**config.mk**
```make
export PLATFORM = sky130hd
export DESIGN_NAME = vnclip_narrow_sat
export DESIGN_NICKNAME = d
export VERILOG_FILES = /design/src/rtl/rv32v_fxp_pkg.sv /design/src/rtl/vnclip_lane_clip.sv /design/src/rtl/vnclip_narrow_sat.sv
export SDC_FILE = /design/constraint.sdc
export NUM_CORES = 1
export LEC_CHECK = 0
export BUFFER_PORTS_ARGS = -buffer_cell sky130_fd_sc_hd__buf_2
export CORE_MARGIN = 2
export CORE_UTILIZATION = 45
export CTS_CLUSTER_SIZE = 12
export DETAILED_ROUTE_END_ITERATION = 8
export PLACE_DENSITY_LB_ADDON = 0.1
export RECOVER_POWER = 100
export REMOVE_ABC_BUFFERS = 1
export SYNTH_ARGS = -nofsm -noshare
export SYNTH_HDL_FRONTEND = slang
export SYNTH_HIERARCHICAL = 1
export SYNTH_SLANG_ARGS = --single-unit
```
**constraint.sdc**
```tcl
create_clock -name clk -period 3.2 [get_ports clk]
set_input_delay 0.64 -clock clk [delete_from_list [all_inputs] [get_ports clk]]
set_output_delay 0.64 -clock clk [all_outputs]
set_load 0.005 [all_outputs]
```
**src/rtl/rv32v_fxp_pkg.sv**
```systemverilog
// Shared constants and types for the rv32v fixed-point narrowing datapath.
// Lane widths and saturation bounds for the vnclip/vnclipu tail.
package rv32v_fxp_pkg;

  localparam int LEN_VECTOR = 32;
  localparam int NARROW     = LEN_VECTOR / 2;

  localparam logic [NARROW-1:0] SAT_UMAX = 16'hFFFF;
  localparam logic [NARROW-1:0] SAT_SMAX = 16'h7FFF;
  localparam logic [NARROW-1:0] SAT_SMIN = 16'h8000;

  typedef struct packed {
    logic [NARROW-1:0] data;
    logic              sat;
  } narrow_res_t;

endpackage

```
**src/rtl/vnclip_lane_clip.sv**
```systemverilog
// Combinational narrowing of one 32-bit lane to 16 bits with signed or
// unsigned saturation.
module vnclip_lane_clip
  import rv32v_fxp_pkg::*;
(
  input  logic [LEN_VECTOR-1:0] lane,
  input  logic                  signed_mode,
  output logic [NARROW-1:0]     result,
  output logic                  sat
);

  narrow_res_t res;

  // Signed fits iff everything from the new sign bit upward is a sign copy.
  always_comb begin
    res.data = lane[NARROW-1:0];
    res.sat  = 1'b0;
    if (signed_mode) begin
      if (lane[LEN_VECTOR-1:NARROW-1] != {(LEN_VECTOR-NARROW+1){lane[LEN_VECTOR-1]}}) begin
        res.sat  = 1'b1;
        res.data = lane[LEN_VECTOR-1] ? SAT_SMIN : SAT_SMAX;
      end
    end else if (|lane[LEN_VECTOR-1:NARROW]) begin
      res.sat  = 1'b1;
      res.data = SAT_UMAX;
    end
  end

  assign result = res.data;
  assign sat    = res.sat;

endmodule

```
**src/rtl/vnclip_narrow_sat.sv**
```systemverilog
// Two-stage valid/ready pipeline narrowing two 32-bit lanes to 16 bits with
// saturation, plus the sticky vxsat flag for the CSR file.
module vnclip_narrow_sat
  import rv32v_fxp_pkg::narrow_res_t;
#(
  parameter int LEN_CSR    = 64,
  parameter int LEN_VECTOR = 32,
  parameter int NARROW     = LEN_VECTOR / 2
) (
  input  logic                  clk,
  input  logic                  rst,
  input  logic                  in_valid,
  output logic                  in_ready,
  input  logic [LEN_CSR-1:0]    in_data,
  input  logic                  in_signed,
  input  logic                  in_last,
  output logic                  out_valid,
  input  logic                  out_ready,
  output logic [2*NARROW-1:0]   out_data,
  output logic [1:0]            out_sat,
  output logic                  out_last,
  output logic                  vxsat,
  input  logic                  vxsat_clr
);

  logic               s1_valid;
  logic [LEN_CSR-1:0] s1_data;
  logic               s1_signed;
  logic               s1_last;

  logic               s2_valid;
  logic [2*NARROW-1:0] s2_data;
  logic [1:0]         s2_sat;
  logic               s2_last;

  logic               s2_load;
  narrow_res_t        res0;
  narrow_res_t        res1;

  vnclip_lane_clip u_clip0 (
    .lane        (s1_data[LEN_VECTOR-1:0]),
    .signed_mode (s1_signed),
    .result      (res0.data),
    .sat         (res0.sat)
  );

  vnclip_lane_clip u_clip1 (
    .lane        (s1_data[LEN_CSR-1:LEN_VECTOR]),
    .signed_mode (s1_signed),
    .result      (res1.data),
    .sat         (res1.sat)
  );

  assign s2_load  = !s2_valid || (s2_valid && out_ready);
  assign in_ready = !s1_valid || s2_load;

  assign out_valid = s2_valid;
  assign out_data  = s2_data;
  assign out_sat   = s2_sat;
  assign out_last  = s2_last;

  always_ff @(posedge clk or posedge rst) begin
    if (rst) begin
      s1_valid  <= 1'b0;
      s1_data   <= '0;
      s1_signed <= 1'b0;
      s1_last   <= 1'b0;
      s2_valid  <= 1'b0;
      s2_data   <= '0;
      s2_sat    <= '0;
      s2_last   <= 1'b0;
      vxsat     <= 1'b0;
    end else begin
      // S2 payload only changes when a real beat moves in, so a drained
      // stage keeps its last values instead of picking up S1 garbage.
      if (s2_load) begin
        s2_valid <= s1_valid;
        if (s1_valid) begin
          s2_data <= {res1.data, res0.data};
          s2_sat  <= {res1.sat, res0.sat};
          s2_last <= s1_last;
        end
      end
      if (in_ready) begin
        s1_valid <= in_valid;
        if (in_valid) begin
          s1_data   <= in_data;
          s1_signed <= in_signed;
          s1_last   <= in_last;
        end
      end
      // Set has priority over a simultaneous CSR clear.
      if (s2_valid && out_ready && |s2_sat)
        vxsat <= 1'b1;
      else if (vxsat_clr)
        vxsat <= 1'b0;
    end
  end

endmodule

```
==> results.sh <==
export IMPL_status="finished, violations left"
export IMPL_violations="capacitance limit, slew limit"
export IMPL_clock_sinks=104
export IMPL_slew_viol_final=74
export IMPL_cp_startpoint="out_ready"
export IMPL_cts_tree="built"
export IMPL_fin_area_sq_mm=0.00588
export IMPL_crit_slowest_cell="nand2_1"
export IMPL_drt_iter0_markers=100
export IMPL_setup_tns_ns=0
export IMPL_cp_data_arrival_time_ns=2.60
export IMPL_powerDensity_mw_per_mm2=612
export IMPL_antenna_cells=0
export IMPL_grt_pass1_vias=3265
export IMPL_clk_pin_slew_worst_paths_ns=0.07
export IMPL_rrSetupSlack_ns=0.86
export IMPL_synth_edf_count=0
export IMPL_max_vdd_ir_drop_v=0.000452
export IMPL_r2r_end="out_data[17]$_DFFE_PP0P_"
export IMPL_synth_seq_area_share_pct=50.7
export IMPL_rsz0062_at_grt="false"
export IMPL_hold_class="in2reg"
export IMPL_num_rows=38
export IMPL_gp_congestion=0.720
export IMPL_core_area_sq_mm=0.0110
export IMPL_syn_inst=371
export IMPL_ys_ff_latch=104
export IMPL_grt_pass1_wl_um=17100
export IMPL_dpl_cell_area_sq_mm=0.00572
export IMPL_dpl_hpwl_um=7190
export IMPL_final_nets=554
export IMPL_cts_setup_buffers=0
export IMPL_power_mw=3.60
export IMPL_finalCriticalPeriod_ns=2.37
export IMPL_cts_resized=0
export IMPL_die_area_sq_mm=0.0123
export IMPL_cp_end_kind="flop"
export IMPL_numCtsBuffers=9
export IMPL_rr_worst_depth=6
export IMPL_grt_antenna_before_repair=1
export IMPL_h_tree_depth=3
export IMPL_root_buffer="clkbuf_16"
export IMPL_regToRegStartpoint="s1_data[52]$_DFFE_PP0P_"
export IMPL_synth_area_sq_mm=0.00513
export IMPL_post_route_drc_count=0
export IMPL_dieHeight_um=111
export IMPL_io_pins=109
export IMPL_dr_pass1_iters=4
export IMPL_worstSetupPathType="in2reg"
export IMPL_path_cells="clkbuf_1 > nand3b_1 > nand2_1 > buf_12 > mux2_1"
export IMPL_io_buffers=108
export IMPL_leakage_nw=2.41
export IMPL_slew_headroom_pct=-7.88
export IMPL_fmaxAchievable_mhz=421
export IMPL_final_hold_viol_count=0
export IMPL_clock_path_buffers=2
export IMPL_drive_above_1_share_pct=47.7
export IMPL_cap_violations=2
export IMPL_ys_warn_count=6
export IMPL_dr_total_vias=3227
export IMPL_ctsHoldBuffers=0
export IMPL_slowest_delay_ns=0.88
export IMPL_async_flop_share_pct=100
export IMPL_routed_wirelength_um=10300
export IMPL_setup_viol=0
export IMPL_die_x_um=111
export IMPL_layout_commonest_cell="dfrtp_1"
export IMPL_required_ns=3.43
export IMPL_wl_per_cell_um=16.4
export IMPL_cp_max_fo=44
export IMPL_avgSynthCellArea_sq_um=13.8
export IMPL_insertion_delay_ns=0.35
export IMPL_startpoint_type="input port"
export IMPL_ys_flop_type="dfrtp_1"
export IMPL_layout_common_cells="104 x dfrtp_1, 92 x buf_2, 61 x mux2_2"
export IMPL_yosysUniqueCellTypes=32
export IMPL_areaGrowthSynthToFinish_pct=14.6
export IMPL_avgViaCountPerCell=5.15
export IMPL_grt_usage_pct=17.5
export IMPL_initial_core_util_pct=46.7
export IMPL_finalCritPeriodShare_pct=74.2
export IMPL_cp_endpoint="s1_data[25]$_DFFE_PP0P_"
export IMPL_finalClockSkew_ns=0.00573
export IMPL_drt_antenna_violating_nets=0
export IMPL_grt_overflow=0
export IMPL_worst_pin_slew_ns=1.61
export IMPL_grt_max_degree=45
metal layers:
layer | vias to the layer above | track usage [%] | part of all wire, %
met3 | 9 | 6.67 | 5.7
met5 | - | 0 | 0
li1 | 1551 | - | -
met4 | 0 | 4.08 | 1.1
met2 | 73 | 26.6 | 47
met1 | 1594 | 23.9 | 46
worst min-delay path by stage:
| stage | from | end | slack, ns | cells after the start |
|---|---|---|---|---|
| after global routing | in_data[19] | s1_data[19]$_DFFE_PP0P_ | 0.49 | 2 |
| after floorplan | s1_last$_DFFE_PP0P_ | out_last$_DFFE_PP0P_ | 0.48 | 1 |
| after CTS | rst | s1_data[15]$_DFFE_PP0P_ | 0.32 | 2 |
| after detailed placement | out_data[5]$_DFFE_PP0P_ | out_data[5]$_DFFE_PP0P_ | 0.49 | 1 |
| after global placement | out_data[22]$_DFFE_PP0P_ | out_data[22]$_DFFE_PP0P_ | 0.48 | 1 |
| final | vxsat_clr | vxsat$_DFFE_PP0P_ | 0.48 | 2 |
kinds of logic (layout without fill, tap and decap cells):
group | count (synthesis) | count (layout) | share of synthesized area (%)
buf+inv | 26 | 141 | 4.61
simple gates | 126 | 126 | 16.9
flops | 104 | 104 | 50.7
mux | 101 | 101 | 25.1
compound gates | 12 | 12 | 2.15
fa+ha+maj | 2 | 2 | 0.488
cell usage after synthesis, types with 3 or more instances:
| master | instances | area, sq um |
|---|---|---|
| nor3_1 | 20 | 100 |
| nor3_2 | 42 | 420 |
| mux2_4 | 40 | 601 |
| nor4_1 | 4 | 25.0 |
| nand3_1 | 10 | 50.1 |
| inv_1 | 6 | 22.5 |
| or3_4 | 4 | 45.0 |
| dfrtp_1 | 104 | 2600 |
| nor2_1 | 32 | 120 |
| buf_6 | 7 | 78.8 |
| mux2_2 | 61 | 687 |
| buf_12 | 4 | 80.1 |
| nand2b_1 | 3 | 18.8 |
| nand4_1 | 4 | 25.0 |
layout make-up:
| class | count | area [sq um] |
|---|---|---|
| Clock inverter | 5 | 103 |
| Clock buffer | 11 | 253 |
| Inverter | 8 | 31.3 |
| Tap cell | 140 | 175 |
| Fill cell | 1032 | 5110 |
| Timing Repair Buffer | 117 | 594 |
| Sequential cell | 104 | 2600 |
| Multi-Input combinational cell | 241 | 2120 |
flip-flops by register name, summed over array words and instances (netlist names):
signal / flops
out_valid: 1
s1_data: 64
s1_signed: 1
vxsat: 1
out_sat: 2
s1_valid: 1
out_data: 32
s1_last: 1
out_last: 1
report_power, final:
group	switching (mW)	internal (mW)	total (mW)	leakage (nW)
clock network	0.479	0.806	1.29	0.172
logic	0.272	0.336	0.608	1.08
registers	0.165	1.54	1.70	1.16
total	0.916	2.68	3.60	2.41
metrics by stage:
stage	setup slack, ns	std cells	hold slack [ns]	utilization [%]
2_1_floorplan	-0.172	353	0.475	-
3_3_place_gp	0.993	610	0.483	52.1
3_5_place_dp	0.980	610	0.488	52.1
4_1_cts	0.973	626	0.319	55.3
5_1_grt	0.478	626	0.492	53.5
6_report	0.826	626	0.483	53.5
critical path: cells and delay by family:
kind	cells	cell delay, ns
simple gates	2	1.09
mux	1	0.37
buf+inv	2	0.43
Power figures use the tool's default switching activity.
